### src/rtl/systolic_pkg.sv
// systolic_pkg
//   Definitions shared by the systolic array and its processing elements:
//   FP16 field positions, the hidden-bit constant, default widths and the
//   weight-precision clamp helper.
package systolic_pkg;

  localparam int DEF_ACT_WIDTH = 16;
  localparam int DEF_ACC_WIDTH = 32;
  localparam int DEF_N         = 2;

  localparam int EXP_WIDTH  = 5;
  localparam int PREC_WIDTH = 4;

  // FP16 field layout
  localparam int FP16_SIGN    = 15;
  localparam int FP16_EXP_MSB = 14;
  localparam int FP16_EXP_LSB = 10;
  localparam int FP16_MAN_MSB = 9;
  localparam int FP16_MAN_LSB = 0;

  localparam logic HIDDEN_BIT = 1'b1;

  // A weight needs at least a sign bit and one magnitude bit.
  localparam logic [PREC_WIDTH-1:0] PREC_MIN = 4'd2;
  localparam int                    PREC_MAX = 15;

  function automatic logic [PREC_WIDTH-1:0] clamp_prec(input logic [PREC_WIDTH-1:0] p);
    if (p < PREC_MIN) begin
      clamp_prec = PREC_MIN;
    end else begin
      clamp_prec = p;
    end
  endfunction

endpackage

### src/rtl/systolic_pe.sv
// systolic_pe
//   One bit-serial FP16 x INT multiply-accumulate cell.
//   A window of P edges starts when enable is high and the cell is idle.
//   First edge: align the FP16 activation to exp_set and latch the weight
//   sign bit. Next P-1 edges: shift-add magnitude bits MSB first. The last
//   edge adds or subtracts the product into the accumulator.
// Ports
//   clk, rst   : clock, asynchronous active-high reset
//   enable     : row enable (already skewed by the top level)
//   prec       : clamped weight precision P
//   exp_set    : shared exponent the activation is aligned to
//   act        : FP16 activation (live)
//   w_bit      : bit-serial weight (live)
//   busy       : a window is in progress
//   exp_out    : exponent tag loaded at window start
//   acc_out    : two's-complement accumulator
module systolic_pe
  import systolic_pkg::*;
#(
  parameter int ACT_WIDTH = DEF_ACT_WIDTH,
  parameter int ACC_WIDTH = DEF_ACC_WIDTH
) (
  input  logic                  clk,
  input  logic                  rst,
  input  logic                  enable,
  input  logic [PREC_WIDTH-1:0] prec,
  input  logic [EXP_WIDTH-1:0]  exp_set,
  input  logic [ACT_WIDTH-1:0]  act,
  input  logic                  w_bit,
  output logic                  busy,
  output logic [EXP_WIDTH-1:0]  exp_out,
  output logic [ACC_WIDTH-1:0]  acc_out
);

  logic                  busy_r;
  logic [PREC_WIDTH-1:0] cnt_r;
  logic [PREC_WIDTH-1:0] p_r;
  logic                  sign_r;
  logic [ACC_WIDTH-1:0]  a_r;
  logic [ACC_WIDTH-1:0]  m_r;
  logic [ACC_WIDTH-1:0]  acc_r;
  logic [EXP_WIDTH-1:0]  exp_r;

  logic [ACC_WIDTH-1:0]  a_s;
  logic [ACC_WIDTH-1:0]  m_next_s;
  logic                  last_s;

  // Align {1,mantissa} to exp_set; shift right truncates, exponent 0 is zero.
  function automatic logic [ACC_WIDTH-1:0] align_act(input logic [ACT_WIDTH-1:0] a,
                                                    input logic [EXP_WIDTH-1:0] e_ref);
    logic [EXP_WIDTH-1:0] e;
    logic [EXP_WIDTH:0]   up;
    logic [EXP_WIDTH:0]   dn;
    logic [ACC_WIDTH-1:0] sig;
    logic [ACC_WIDTH-1:0] mag;
    e   = a[FP16_EXP_MSB:FP16_EXP_LSB];
    up  = {1'b0, e} - {1'b0, e_ref};
    dn  = {1'b0, e_ref} - {1'b0, e};
    sig = {ACC_WIDTH{1'b0}};
    sig[FP16_MAN_MSB+1:0] = {HIDDEN_BIT, a[FP16_MAN_MSB:FP16_MAN_LSB]};
    if (e == {EXP_WIDTH{1'b0}}) begin
      mag = {ACC_WIDTH{1'b0}};
    end else if (e >= e_ref) begin
      mag = sig << up;
    end else begin
      mag = sig >> dn;
    end
    if (a[FP16_SIGN]) begin
      align_act = -mag;
    end else begin
      align_act = mag;
    end
  endfunction

  // Aligner, serial shift-add step and last-edge detect.
  always_comb begin
    a_s      = align_act(act, exp_set);
    m_next_s = {m_r[ACC_WIDTH-2:0], 1'b0} + (w_bit ? a_r : {ACC_WIDTH{1'b0}});
    last_s   = (cnt_r == (p_r - 4'd1));
  end

  // Window counter, partial sum and accumulator.
  always_ff @(posedge clk or posedge rst) begin
    if (rst) begin
      busy_r <= 1'b0;
      cnt_r  <= 4'd0;
      p_r    <= PREC_MIN;
      sign_r <= 1'b0;
      a_r    <= {ACC_WIDTH{1'b0}};
      m_r    <= {ACC_WIDTH{1'b0}};
      acc_r  <= {ACC_WIDTH{1'b0}};
      exp_r  <= {EXP_WIDTH{1'b0}};
    end else if (busy_r) begin
      if (last_s) begin
        // Sign-magnitude weight: subtract when the sign bit was 1.
        acc_r  <= sign_r ? (acc_r - m_next_s) : (acc_r + m_next_s);
        m_r    <= {ACC_WIDTH{1'b0}};
        cnt_r  <= 4'd0;
        busy_r <= 1'b0;
      end else begin
        m_r   <= m_next_s;
        cnt_r <= cnt_r + 4'd1;
      end
    end else if (enable) begin
      busy_r <= 1'b1;
      cnt_r  <= 4'd1;
      p_r    <= prec;
      sign_r <= w_bit;
      a_r    <= a_s;
      m_r    <= {ACC_WIDTH{1'b0}};
      exp_r  <= exp_set;
    end
  end

  assign busy    = busy_r;
  assign exp_out = exp_r;
  assign acc_out = acc_r;

endmodule

### src/rtl/systolic.sv
// systolic
//   N x N array of bit-serial FP16 x INT MAC cells. Row r receives the
//   stream-valid signal delayed by r*P cycles; activations and weights are
//   taken live. done pulses once after the last row finishes and the array
//   has gone quiet.
// Ports
//   clk, rst   : clock, asynchronous active-high reset
//   active     : stream-valid for row 0
//   precision  : weight bit-width P (values below 2 act as 2)
//   exp_set    : shared alignment exponent
//   act_in[r]  : FP16 activation for row r
//   w_in[c]    : bit-serial weight for column c
//   done       : one-cycle completion pulse
//   exp_out[i] : per-PE exponent tag, i = r*N+c
//   acc_out[i] : per-PE accumulator, i = r*N+c
module systolic
  import systolic_pkg::*;
#(
  parameter int ACT_WIDTH = DEF_ACT_WIDTH,
  parameter int ACC_WIDTH = DEF_ACC_WIDTH,
  parameter int N         = DEF_N
) (
  input  logic                  clk,
  input  logic                  rst,
  input  logic                  active,
  input  logic [PREC_WIDTH-1:0] precision,
  input  logic [EXP_WIDTH-1:0]  exp_set,
  input  logic [ACT_WIDTH-1:0]  act_in [N],
  input  logic                  w_in [N],
  output logic                  done,
  output logic [EXP_WIDTH-1:0]  exp_out [N*N],
  output logic [ACC_WIDTH-1:0]  acc_out [N*N]
);

  // Delay line long enough for the deepest row at the largest precision.
  localparam int DL = (N > 1) ? (N - 1) * PREC_MAX : 2;

  logic [DL-1:0]         dly_r;
  logic                  busy_last_r;
  logic                  done_r;

  logic [PREC_WIDTH-1:0] prec_s;
  logic                  row_en_s [N];
  logic                  busy_s [N*N];
  logic                  any_en_s;
  logic                  any_busy_s;
  logic                  commit_s;

  // Row enables: row 0 is live, row r taps the delay line at r*P-1.
  always_comb begin
    prec_s      = clamp_prec(precision);
    row_en_s[0] = active;
    for (int r = 1; r < N; r++) begin
      row_en_s[r] = dly_r[r * int'(prec_s) - 1];
    end
  end

  // Quiet detection; the last row's busy falling edge marks its commit,
  // since only reset can end a window early and reset clears this too.
  always_comb begin
    any_en_s   = 1'b0;
    any_busy_s = 1'b0;
    for (int r = 0; r < N; r++) begin
      any_en_s = any_en_s | row_en_s[r];
    end
    for (int i = 0; i < N * N; i++) begin
      any_busy_s = any_busy_s | busy_s[i];
    end
    commit_s = busy_last_r & ~busy_s[(N-1)*N];
  end

  // Enable skew line, last-row busy history and done pulse.
  always_ff @(posedge clk or posedge rst) begin
    if (rst) begin
      dly_r       <= {DL{1'b0}};
      busy_last_r <= 1'b0;
      done_r      <= 1'b0;
    end else begin
      dly_r       <= {dly_r[DL-2:0], active};
      busy_last_r <= busy_s[(N-1)*N];
      done_r      <= commit_s & ~any_en_s & ~any_busy_s;
    end
  end

  assign done = done_r;

  for (genvar r = 0; r < N; r++) begin : g_row
    for (genvar c = 0; c < N; c++) begin : g_col
      systolic_pe #(
        .ACT_WIDTH(ACT_WIDTH),
        .ACC_WIDTH(ACC_WIDTH)
      ) u_pe (
        .clk    (clk),
        .rst    (rst),
        .enable (row_en_s[r]),
        .prec   (prec_s),
        .exp_set(exp_set),
        .act    (act_in[r]),
        .w_bit  (w_in[c]),
        .busy   (busy_s[r*N+c]),
        .exp_out(exp_out[r*N+c]),
        .acc_out(acc_out[r*N+c])
      );
    end
  end

endmodule

### config.mk
export PLATFORM = sky130hd
export DESIGN_NAME = systolic
export DESIGN_NICKNAME = d
export VERILOG_FILES = /design/src/rtl/systolic_pkg.sv /design/src/rtl/systolic_pe.sv /design/src/rtl/systolic.sv
export SDC_FILE = /design/constraint.sdc
export NUM_CORES = 2
export LEC_CHECK = 0
export CORE_MARGIN = 2
export CORE_UTILIZATION = 56
export DETAILED_ROUTE_END_ITERATION = 12
export PLACE_DENSITY = 0.75
export SLEW_MARGIN = 20
export SYNTH_ARGS = -nofsm -noshare
export SYNTH_HDL_FRONTEND = slang
export SYNTH_SLANG_ARGS = --single-unit
export TNS_END_PERCENT = 20
### constraint.sdc
create_clock -name clk -period 15.8 [get_ports clk]
set_input_delay 3.16 -clock clk [delete_from_list [all_inputs] [get_ports clk]]
set_output_delay 3.16 -clock clk [all_outputs]
set_load 0.005 [all_outputs]
==> flow_metrics.tcl <==
set metrics [dict create \
    status "complete, no violations" \
    skew_ns 0.0222 \
    synth_cell_types 101 \
    period_share_pct 61.8 \
    holdCritPathClass "flip-flop to flip-flop" \
    ys_warn_count 0 \
    post-dp-hpwl_um 78200 \
    synth_top_cells_by_count "nand2_1, dfrtp_1, o21ai_0, a21oi_1, nor2_1" \
    syn_avg_cell_area_um2 8.41 \
    cts_made_buffers 55 \
    synth_area_um2 38300 \
    final_nets 4981 \
    synth-edff-count 0 \
    tritoncts "done" \
    num_rows 95 \
    antenna_found_initial 9 \
    rsz0062_at_grt "no" \
    end_kind "flip-flop" \
    cts_sinks 457 \
    final_area_um2 43100 \
    hold_buffers 0 \
    syn2layout_area_growth_pct 12.4 \
    yosysTopAreaCell "dfrtp_1" \
    critPathKind "input port to flip-flop" \
    clockBufferDepth 3 \
    crit_fanout 67 \
    fin_setup_tns_ns 0 \
    fmax_ghz 0.102 \
    cp_slowest_cell "or4b_2" \
    critPathMostFrequentCell "xnor2_1" \
    cp.arrival_ns 10.29 \
    wl_um 103000 \
    r2r_slack_ns 8.69 \
    ys.flop_type "dfrtp_1" \
    async_flop_share_pct 100 \
    slew_viol_final 0 \
    grt.overflow.total 0 \
    grt_max_degree 76 \
    h-tree-depth 2 \
    place_congestion 0.995 \
    hold_viol 0 \
    cp_slowest_stage_delay_ns 0.66 \
    drtIter0Drc 2675 \
    wire_per_inst_um 18.5 \
    die_w_um 265 \
    slew_headroom_pct 24.7 \
    grt_pass1_wl_um 167000 \
    clockRootBuffer "clkbuf_16" \
    synthMostInstantiatedCell "nand2_1" \
    track_usage_pct 28.7 \
    setup_viol 0 \
    core_um2 67400 \
    cp-start-kind "input port" \
    first_pass_iters 5 \
    fin_crit_ns 9.76 \
    die_h_um 265 \
    final_antenna_net_count 0 \
    start_util_pct 56.8 \
    drc 0 \
    final_util_pct 63.9 \
    postPlaceCellArea_um2 40900 \
    cpLargestDelayFamily "simple AND/OR/NAND/NOR gates" \
    max_cap_viol_count 0 \
    dieArea_um2 70500 \
    synthTopCellsByArea "dfrtp_1, ha_1, xnor2_1" \
    syn_nets 4887 \
    cts_setup_buffers 0 \
    synth_seq_cells 457 \
    cts_resized 0 \
    yosysTopAreaCellShare_pct 29.6 \
    io_pins 195 \
    syn-instance-count 4550 \
    via_count 34300 \
    cp_num_buf_inv 2 \
    layout-drive-gt1-share_pct 6.23 \
    tightest_slew_ns 1.11 \
    yosysSeqAreaShare_pct 29.9 \
    port_buffers 194 \
    critPathRequiredTime_ns 16.33 \
    grt_pass1_vias 32600 \
    via_per_inst 6.16 \
    clock_latency_ns 0.63 \
    clkTransAtPathRegs_ns 0.06 \
]
-- final timing paths --
path,startpoint,end,cells past startpoint
max,w_in[0],g_row[1].g_col[1].u_pe.acc_out[31],25
min,dly_r[9],dly_r[10],0
max reg2reg,g_row[1].g_col[1].u_pe.a_r[1],g_row[1].g_col[1].u_pe.acc_out[31],23
min reg2reg,dly_r[9],dly_r[10],0
max in group asynchronous,rst,g_row[1].g_col[0].u_pe.m_r[2],5
min in group asynchronous,rst,g_row[0].g_col[1].u_pe.acc_out[24],2
-- per-layer routing --
metal	global-route usage [%]	routed length, um	up-vias
met2	47.8	48400	868
met3	5.02	6030	238
met5	0	28	-
met1	37.1	44600	16400
met4	11.5	4260	4
li1	-	-	16800
-- logic make-up after synthesis --
| group | share of synthesized area, % |
|---|---|
| AND/OR/NAND/NOR | 19.0 |
| AO/OA/AOI/OAI | 24.9 |
| flip-flops | 29.9 |
| XOR/XNOR | 9.05 |
| buffers and inverters | 3.29 |
| adder cells (fa/ha/maj) | 9.74 |
| multiplexers | 4.14 |
-- layout by cell type (no fill, tap or decap), types with 15 or more instances in the layout --
| cell type | synthesis | layout |
|---|---|---|
| or3_1 | 39 | 39 |
| nand2b_1 | 71 | 69 |
| nand4_1 | 32 | 32 |
| or2_2 | 19 | 19 |
| and4_1 | 16 | 16 |
| mux4_2 | 20 | 20 |
| clkbuf_16 | 0 | 57 |
| nand2_1 | 479 | 476 |
| o21a_1 | 38 | 38 |
| xor2_1 | 135 | 135 |
| nor4_1 | 29 | 29 |
| a31oi_1 | 62 | 62 |
| ha_1 | 279 | 279 |
| a22o_1 | 95 | 95 |
| nand3_1 | 82 | 82 |
| and2_1 | 151 | 151 |
| buf_4 | 0 | 43 |
| and3_1 | 39 | 39 |
| o31ai_1 | 45 | 45 |
| a2111oi_0 | 18 | 17 |
| a21oi_1 | 316 | 316 |
| xnor2_1 | 258 | 256 |
| bufinv_16 | 0 | 15 |
| nor2_1 | 313 | 309 |
| a21o_1 | 127 | 127 |
| mux2_2 | 66 | 66 |
| o22ai_1 | 17 | 17 |
| clkdlybuf4s50_1 | 0 | 192 |
| o21bai_1 | 29 | 29 |
| dfrtp_1 | 453 | 453 |
| o21ai_0 | 437 | 437 |
| o211ai_1 | 36 | 36 |
| nor2b_1 | 45 | 42 |
| mux2i_1 | 38 | 38 |
| a211oi_1 | 52 | 52 |
| a211o_1 | 20 | 20 |
| inv_1 | 130 | 129 |
| nor3_1 | 94 | 94 |
-- per-stage QoR --
step                hold WS (ns)  std cells  setup WS (ns)
floorplan                  0.349       4550           6.24
global placement           0.353       5460           5.68
detailed placement         0.356       5460           5.53
CTS                        0.369       5562           6.14
global route               0.387       5563           5.48
finish                     0.368       5569           6.04
-- final cells by class --
cell class	instances	area (um^2)
Timing Repair Buffer	237	2250
Sequential cell	457	11400
Tap cell	873	1090
Multi-Input combinational cell	3761	25700
Antenna cell	7	17.5
Clock inverter	31	567
Inverter	132	499
Fill cell	5811	24300
Clock buffer	71	1530
-- worst reg2reg max path: stages, from the launching register on --
cell and delay [ns]:
dfrtp_1 0.39, and2_1 0.14, ha_1 0.23, fa_1 0.44, a21o_1 0.22, a221oi_1 0.36, xnor2_1 0.18, or4b_2 0.66
nor4_1 0.44, nand2_1 0.14, nor4_1 0.52, nor2_1 0.11, xnor2_1 0.15, ha_1 0.36, and4_1 0.23, a221o_1 0.36
o21ai_0 0.38, a211oi_1 0.19, or4_1 0.56, and3_1 0.17, or3_1 0.33, and3b_1 0.20, mux2i_1 0.16, xnor2_1 0.13
-- state kept, by name, summed over array words and instances (netlist names) --
signal / flops
g_row.g_col.u_pe.a_r: 128
g_row.g_col.u_pe.acc_out: 128
g_row.g_col.u_pe.m_r: 124
g_row.g_col.u_pe.exp_out: 20
g_row.g_col.u_pe.cnt_r: 16
g_row.g_col.u_pe.p_r: 16
dly_r: 15
g_row.g_col.u_pe.busy: 4
g_row.g_col.u_pe.sign_r: 4
busy_last_r: 1
done: 1
Power is not shown: default switching activity piles up to over one toggle a cycle in this logic, so the estimate is an artifact.
